==> src/rtl/mult_error_stats.sv <==
// mult_error_stats: streams (x, y, approximate prod) samples, recomputes the
// exact product and accumulates error-distance statistics over a fixed run of
// N_SAMPLES accepted samples (count, erroneous count, saturating ED sum, max ED
// with the operands of the first sample that reached it).
module mult_error_stats #(
  parameter int unsigned W         = 8,
  parameter int unsigned N_SAMPLES = 65536,
  parameter int unsigned ACC_W     = 48
) (
  input  logic             clk,
  input  logic             rst,
  input  logic             start,
  input  logic             in_valid,
  output logic             in_ready,
  input  logic [W-1:0]     x,
  input  logic [W-1:0]     y,
  input  logic [2*W:0]     prod,
  output logic             busy,
  output logic             done,
  output logic [31:0]      sample_cnt,
  output logic [31:0]      err_cnt,
  output logic [ACC_W-1:0] ed_sum,
  output logic [2*W:0]     ed_max,
  output logic [W-1:0]     worst_x,
  output logic [W-1:0]     worst_y
);

  localparam int unsigned PW = 2*W + 1;
  localparam int unsigned EW = 2*W;
  localparam int unsigned SW = ACC_W + 1;
  localparam logic [31:0] LAST_IDX = 32'(N_SAMPLES - 1);

  typedef enum logic [1:0] {IDLE, RUN, DRAIN, DONE} state_t;

  state_t          state;
  logic [31:0]     acc_cnt;

  logic            v1;
  logic [W-1:0]    x1;
  logic [W-1:0]    y1;
  logic [PW-1:0]   p1;
  logic [PW-1:0]   e1;

  logic            v2;
  logic [W-1:0]    x2;
  logic [W-1:0]    y2;
  logic [PW-1:0]   ed2;

  logic            accept_c;
  logic            start_ok_c;
  logic [EW-1:0]   exact_c;
  logic [SW-1:0]   sum_c;

  assign accept_c   = in_valid & in_ready;
  assign start_ok_c = start & ((state == IDLE) | (state == DONE));
  assign exact_c    = EW'(x) * EW'(y);
  assign sum_c      = SW'(ed_sum) + SW'(ed2);

  // Run control: start, count accepted samples, drain the pipeline, hold results
  always_ff @(posedge clk or posedge rst) begin
    if (rst) begin
      state    <= IDLE;
      in_ready <= 1'b0;
      busy     <= 1'b0;
      done     <= 1'b0;
      acc_cnt  <= '0;
    end else begin
      case (state)
        IDLE, DONE: begin
          if (start) begin
            state    <= RUN;
            in_ready <= 1'b1;
            busy     <= 1'b1;
            done     <= 1'b0;
            acc_cnt  <= '0;
          end
        end
        RUN: begin
          if (accept_c) begin
            acc_cnt <= acc_cnt + 32'd1;
            if (acc_cnt == LAST_IDX) begin
              state    <= DRAIN;
              in_ready <= 1'b0;
            end
          end
        end
        DRAIN: begin
          if (!v1 && !v2) begin
            state <= DONE;
            busy  <= 1'b0;
            done  <= 1'b1;
          end
        end
        default: begin
          state    <= IDLE;
          in_ready <= 1'b0;
          busy     <= 1'b0;
          done     <= 1'b0;
        end
      endcase
    end
  end

  // Stage 1: capture the accepted sample and its exact product
  always_ff @(posedge clk or posedge rst) begin
    if (rst) begin
      v1 <= 1'b0;
      x1 <= '0;
      y1 <= '0;
      p1 <= '0;
      e1 <= '0;
    end else begin
      v1 <= accept_c;
      if (accept_c) begin
        x1 <= x;
        y1 <= y;
        p1 <= prod;
        e1 <= {1'b0, exact_c};
      end
    end
  end

  // Stage 2: unsigned error distance |prod - exact|
  always_ff @(posedge clk or posedge rst) begin
    if (rst) begin
      v2  <= 1'b0;
      x2  <= '0;
      y2  <= '0;
      ed2 <= '0;
    end else begin
      v2 <= v1;
      if (v1) begin
        x2  <= x1;
        y2  <= y1;
        ed2 <= (p1 >= e1) ? (p1 - e1) : (e1 - p1);
      end
    end
  end

  // Statistics: cleared by an accepted start, updated once per drained sample
  always_ff @(posedge clk or posedge rst) begin
    if (rst) begin
      sample_cnt <= '0;
      err_cnt    <= '0;
      ed_sum     <= '0;
      ed_max     <= '0;
      worst_x    <= '0;
      worst_y    <= '0;
    end else if (start_ok_c) begin
      sample_cnt <= '0;
      err_cnt    <= '0;
      ed_sum     <= '0;
      ed_max     <= '0;
      worst_x    <= '0;
      worst_y    <= '0;
    end else if (v2) begin
      sample_cnt <= sample_cnt + 32'd1;
      err_cnt    <= err_cnt + 32'(ed2 != '0);
      ed_sum     <= sum_c[ACC_W] ? '1 : sum_c[ACC_W-1:0];
      // Strict compare so ties keep the earliest worst-case operands
      if (ed2 > ed_max) begin
        ed_max  <= ed2;
        worst_x <= x2;
        worst_y <= y2;
      end
    end
  end

endmodule

==> config.mk <==
export PLATFORM = sky130hd
export DESIGN_NAME = mult_error_stats
export DESIGN_NICKNAME = d
export VERILOG_FILES = /design/src/rtl/mult_error_stats.sv
export SDC_FILE = /design/constraint.sdc
export NUM_CORES = 1
export LEC_CHECK = 0
export ABC_AREA = 1
export BUFFER_PORTS_ARGS = -buffer_cell sky130_fd_sc_hd__buf_4
export CORE_MARGIN = 2
export CORE_UTILIZATION = 60
export DETAILED_ROUTE_END_ITERATION = 7
export GPL_TIMING_DRIVEN = 0
export HOLD_SLACK_MARGIN = 0.05
export PLACE_DENSITY = 0.87
export SLEW_MARGIN = 10
export SYNTH_ARGS = -nofsm -noshare
export SYNTH_HDL_FRONTEND = slang
export SYNTH_SLANG_ARGS = --single-unit
==> constraint.sdc <==
create_clock -name clk -period 15.35 [get_ports clk]
set_clock_uncertainty 0.1 [all_clocks]
set_input_delay 0.7675 -clock clk [delete_from_list [all_inputs] [get_ports clk]]
set_output_delay 0.7675 -clock clk [all_outputs]
set_load 0.005 [all_outputs]
# == After elaboration in Yosys (flattened, before gate mapping) ==
# Cells that the tools add are included.
# classes
n_addsub,6
multipliers,1
n_div,0
magnitude_cmp,2
eq_ne,8
shifts,0
n_mux,34
n_bitwise,3
n_reduce_logical,15
# ops
operator,count
32-bit two-way mux,6
48-bit two-way mux,3
17-bit two-way mux,4
"32-bit by 1-bit adder with 32-bit output, second input constant",2
32-bit one-hot mux with 2 select lines,1
48-bit by 17-bit adder with 49-bit output,1
8-bit two-way mux,6
32-bit by 1-bit adder with 32-bit output,1
"32-bit by 16-bit equality test with 1-bit output, second input constant",1
17-bit by 16-bit greater-or-equal comparator with 1-bit output,1
17-bit greater-than comparator,1
17-bit nonzero test,1
16-bit by 17-bit subtractor with 17-bit output,1
17-bit by 16-bit subtractor with 17-bit output,1
8-bit by 8-bit multiplier with 16-bit output,1
2-bit two-way mux,4
"2-bit inequality test, second input constant",4
4-bit AND reduction,2
2-bit nonzero test,4
1-bit two-way mux,6
1-bit one-hot mux with 2 select lines,3
2-bit one-hot mux with 3 select lines,1
3-bit AND reduction,2
"2-bit equality test, second input constant",2
8 further kinds,10
# word_totals
ff_bits,266
latchBits,0
ram_bits,0
mem_bits_ro,0
input_bits,37
out_inout_bits,148
wordCells,89
n_memories,0

# == Logic depth before layout (Yosys ltp) ==
# logic_depth
word_depth,5
depth_mapped,22
ltp_nobuf,21

# == Worst setup path before layout ==
# OpenSTA, ideal clock, no wires.
# synth_timing
kind,in2reg
startpoint,input y[7]
endpoint,register e1[14]
setup_ns,0.118
t_arrival_ns,4.397
t_required_ns,15.132
setup_slack_ns,10.735
path_stages,19
path_buffers,1
path_cell_list,clkbuf_1 > nand2_1 > fa_1 > fa_1 > inv_1 > fa_1 > inv_1 > fa_1 > inv_1 > ha_1 > inv_1 > nor3_1 > nand2_1 > nand2_1 > nand2_1 > o21ai_0 > nand2_1 > nand3_1 > nand2_1
# synth_via
elab_chain_cells,1
# synth_lines
item,line_no,rtl
from (decl),16,"input logic [W-1:0] y,"
8-bit by 8-bit multiplier with 16-bit output,56,assign exact_c = EW'(x) * EW'(y);
to (signal assigned),118,"e1 <= {1'b0, exact_c};"
to (decl),42,logic [PW-1:0] e1;
# No other way between the ends.
# A chain may end at the register's enable or synchronous reset.

# == Worst setup path in the final report ==
# layout_timing
startpoint,input y[2]
endpoint,register e1[14]
# Same word-level chain as after synthesis.

==> metrics.yaml <==
layout:
  final_nets: 3319
  area_growth_syn_to_layout_pct: 14.6
  final_layout_size_suffix_gt1_share_pct: 10.1
  postLayoutCoreUtil_pct: 69.9
  final_cells: 3597
  num-fill-cells: 2796
  postLayoutCellArea_sq_um: 22800
  insertedDiodeCount: 0
sta:
  period_needed_ns: 4.51
  setup_violations: 0
  timing_hold_violations_final: 0
  slew_violations: 0
  finalWorstSetupSlack_ns: 10.84
  min_period_over_period_pct: 29.4
  tns_ns: 0
  slew_headroom_pct: 30.7
  grt_setup_unrepaired: "false"
  worst_hold_slack_ns: 0.0773
  achievable-frequency_ghz: 0.222
  worstMarginPinSlew_ns: 1.04
global_route:
  grt_max_degree: 118
  grt_antenna_before_repair: 0
  first_global_vias: 19300
  overflow: 0
  global_route_usage_over_all_layers_pct: 35.4
  first_pass_grt_wire_length_mm: 97.6
power:
  power_mw: 3.30
  p_leak_nw: 12.5
  power.density_cell_area_nw_per_um2: 145
  vdd.ir_drop.worst_mv: 0.147
drt:
  ant_nets: 0
  vias_per_cell: 5.58
  routed-via-count: 20100
  drcViolationCount: 0
  routed_wirelength_mm: 60.6
  wl_per_cell_um: 16.8
  detail_route.first_pass.iterations: 6
  dr.first_iter.drc_count: 1998
synth:
  main_synth_ff_type: "sky130_fd_sc_hd__dfrtp_1"
  synth_fp_nets: 3118
  synth.distinct_cells: 51
  synth_sequential_area_ratio_pct: 33.5
  yosysWarnings: 0
  top_cell_type_s_share_of_synthesized_area_pct: 33.5
  synth.avg_cell_area_sq_um: 6.77
  synth-edff-count: 0
  postSynthRegisterBits: 266
  syn-cell-area_sq_um: 19900
  ys_async_sr_fraction_pct: 100
  syn-instance-count: 2932
  post-synth-top-area-cell: "sky130_fd_sc_hd__dfrtp_1"
  top_post_synthesis_cells_by_area: "sky130_fd_sc_hd__dfrtp_1 34%, sky130_fd_sc_hd__nand2_1 20%, sky130_fd_sc_hd__inv_1 8.2%, sky130_fd_sc_hd__ha_1 6.9%, sky130_fd_sc_hd__nand3_1 4.7%"
die:
  dieWidth_um: 186
  row_count: 66
  die_y_um: 186
  core-area_sq_um: 32500
  dieArea_sq_um: 34600
  initial_util_pct: 61.0
  top_level_ports: 185
placed_design:
  placed_cells_incl_taps: 3544
  dpl.hpwl_mm: 46.7
  gp_routability_congestion: 0.997
  pre_cts_slack_ns: 10.32
  port_buffers: 168
  dpl_cell_area_sq_um: 21700
worst_setup_path:
  crit-reg2reg-launch: "state[0]$_DFFE_PP0P_"
  timing.critical_path.from_type: "primary input"
  critPathSlowestCell: "sky130_fd_sc_hd__fa_1"
  criticalPathCategory: "primary input to register"
  critical_path.endpoint_type: "register"
  worst-r2r-setup-slack_ns: 12.04
  cp-startpoint: "y[2]"
  critPathRequiredTime_ns: 15.70
  critical_path_peak_fanout: 9
  most_common_cell_type_on_the_critical_path: "sky130_fd_sc_hd__nand2_1"
  crit_chain: "clkbuf_1, nand2_1, fa_1, fa_1, inv_1, fa_1, inv_1, fa_1, inv_1, ha_1, inv_1, nor3_1, nand2_1, nand2_1, nand2_1, o21ai_0, nand2_1, nand3_1, nand2_1"
  worst_path_largest_cell_delay_ns: 0.54
  critical_path_arrival_ns: 4.87
status:
  run_status: "finished clean"
clock_network:
  cts.hold.buffers_added: 0
  quantity_of_gates_resized_following_cts: 0
  clock_root_buffer_master: "sky130_fd_sc_hd__clkbuf_16"
  cts-buffers-inserted: 29
  post-cts-setup-buffer-count: 0
  cts.reportedPaths.clkPinSlew_ns: 0.07
  htree_levels: 1
  clock_latency_ns: 0.57
  max-clock-path-buffers: 3
  cts_tree: "yes"
  clock_sink_count: 266
min_path:
  worst_hold_path_type: "primary input to asynchronous set/reset pin"
job:
  drv_cap: 0
-- layout by cell type, fill, tap and decap left out, types with 6 or more instances in the layout --
master and n:
sky130_fd_sc_hd__a211oi_1 7, sky130_fd_sc_hd__a21oi_1 98, sky130_fd_sc_hd__and2_1 6, sky130_fd_sc_hd__buf_1 7, sky130_fd_sc_hd__buf_2 17, sky130_fd_sc_hd__buf_4 173, sky130_fd_sc_hd__clkbuf_1 51, sky130_fd_sc_hd__clkbuf_16 29
sky130_fd_sc_hd__dfrtp_1 266, sky130_fd_sc_hd__fa_1 39, sky130_fd_sc_hd__ha_1 110, sky130_fd_sc_hd__inv_1 434, sky130_fd_sc_hd__inv_2 8, sky130_fd_sc_hd__nand2_1 1070, sky130_fd_sc_hd__nand2_2 10, sky130_fd_sc_hd__nand3_1 187
sky130_fd_sc_hd__nand3_2 23, sky130_fd_sc_hd__nand3b_1 7, sky130_fd_sc_hd__nand4_1 67, sky130_fd_sc_hd__nor2_1 196, sky130_fd_sc_hd__nor2_2 8, sky130_fd_sc_hd__nor3_1 49, sky130_fd_sc_hd__nor4_1 18, sky130_fd_sc_hd__o21ai_0 141
sky130_fd_sc_hd__or2_2 6, sky130_fd_sc_hd__xnor2_1 6, sky130_fd_sc_hd__xor2_1 39
-- critical path: cells and delay by family --
kind	cells	cell delay, ns
compound gates	1	0.15
fa+ha+maj	5	2.41
buf+inv	5	0.64
simple gates	8	0.90
-- registers in the layout, summed over array words and instances (netlist names), 16 cells and up --
| register | cells |
|---|---|
| err_cnt | 32 |
| acc_cnt | 32 |
| p1 | 17 |
| ed_max | 17 |
| sample_cnt | 32 |
| ed2 | 17 |
| e1 | 16 |
| ed_sum | 48 |
-- routing by layer --
layer / wire [um] / up-vias / global-route usage, %
met2: 27800 / 907 / 58.6
met4: 1640 / 0 / 10.5
met3: 5690 / 137 / 6.53
li1: - / 9630 / -
met5: 0 / - / 0
met1: 25400 / 9397 / 47.5
-- layout make-up --
type                       count  area [sq um]  share of cell area (%)
clock inverter                17           233                    1.02
tap                          442           553                    2.43
sequential                   266          6660                    29.3
multi-input combinational   2136         11100                    49.0
clock buffer                  36           792                    3.48
inverter                     446          1680                    7.39
buffer                        84           383                    1.68
timing repair buffer         170          1320                    5.78
-- final timing paths --
check,end,depth (start not counted)
setup / recovery,e1[14]$_DFFE_PP0P_,19
hold / removal,err_cnt[13]$_DFFE_PP0P_,2
setup reg to reg,ed_sum[22]$_DFFE_PP0P_,8
hold reg to reg,v2$_DFF_PP0_,0
max in group asynchronous,acc_cnt[18]$_DFFE_PP0P_,4
min in group clk,p1[14]$_DFFE_PP0P_,3
-- report_power, final --
part	switching, mW	internal, mW
sequential	0.132	0.815
combinational	1.05	0.544
clock	0.309	0.450
-- cells by family after synthesis --
kind of cell,synth area share [%]
fa+ha+maj,10.9
flops,33.5
simple gates,35.8
compound gates,7.43
xor+xnor,1.99
buf+inv,10.4
-- cell usage after synthesis, types with 2 or more instances --
cell type	instances
sky130_fd_sc_hd__nor3b_1	3
sky130_fd_sc_hd__clkinv_1	3
sky130_fd_sc_hd__nand3_1	187
sky130_fd_sc_hd__nor2_1	196
sky130_fd_sc_hd__and3_1	2
sky130_fd_sc_hd__a31oi_1	4
sky130_fd_sc_hd__buf_6	3
sky130_fd_sc_hd__nand2_1	1070
sky130_fd_sc_hd__nor3_1	49
sky130_fd_sc_hd__buf_1	7
sky130_fd_sc_hd__o21a_1	3
sky130_fd_sc_hd__dfrtp_1	266
sky130_fd_sc_hd__o211ai_1	2
sky130_fd_sc_hd__nor4_1	18
sky130_fd_sc_hd__clkbuf_1	48
sky130_fd_sc_hd__xnor2_1	6
sky130_fd_sc_hd__clkbuf_2	4
sky130_fd_sc_hd__inv_2	8
sky130_fd_sc_hd__nor2_2	8
sky130_fd_sc_hd__nor3_2	3
sky130_fd_sc_hd__fa_1	39
sky130_fd_sc_hd__o21bai_1	3
sky130_fd_sc_hd__a22o_1	2
sky130_fd_sc_hd__a21oi_1	98
sky130_fd_sc_hd__o31ai_1	5
sky130_fd_sc_hd__and2_1	6
sky130_fd_sc_hd__o21ai_1	4
sky130_fd_sc_hd__nand4_1	67
sky130_fd_sc_hd__o211a_1	2
sky130_fd_sc_hd__nand3b_1	7
sky130_fd_sc_hd__nand3_2	23
sky130_fd_sc_hd__nand2_2	10
sky130_fd_sc_hd__nor2_4	3
sky130_fd_sc_hd__or2_2	6
sky130_fd_sc_hd__nand2_4	2
sky130_fd_sc_hd__o21ai_0	141
sky130_fd_sc_hd__buf_4	5
sky130_fd_sc_hd__buf_2	17
sky130_fd_sc_hd__xor2_1	39
sky130_fd_sc_hd__ha_1	110
sky130_fd_sc_hd__a21o_1	3
sky130_fd_sc_hd__a211oi_1	7
sky130_fd_sc_hd__inv_1	435
No activity file was read; power rests on OpenSTA's default activity.
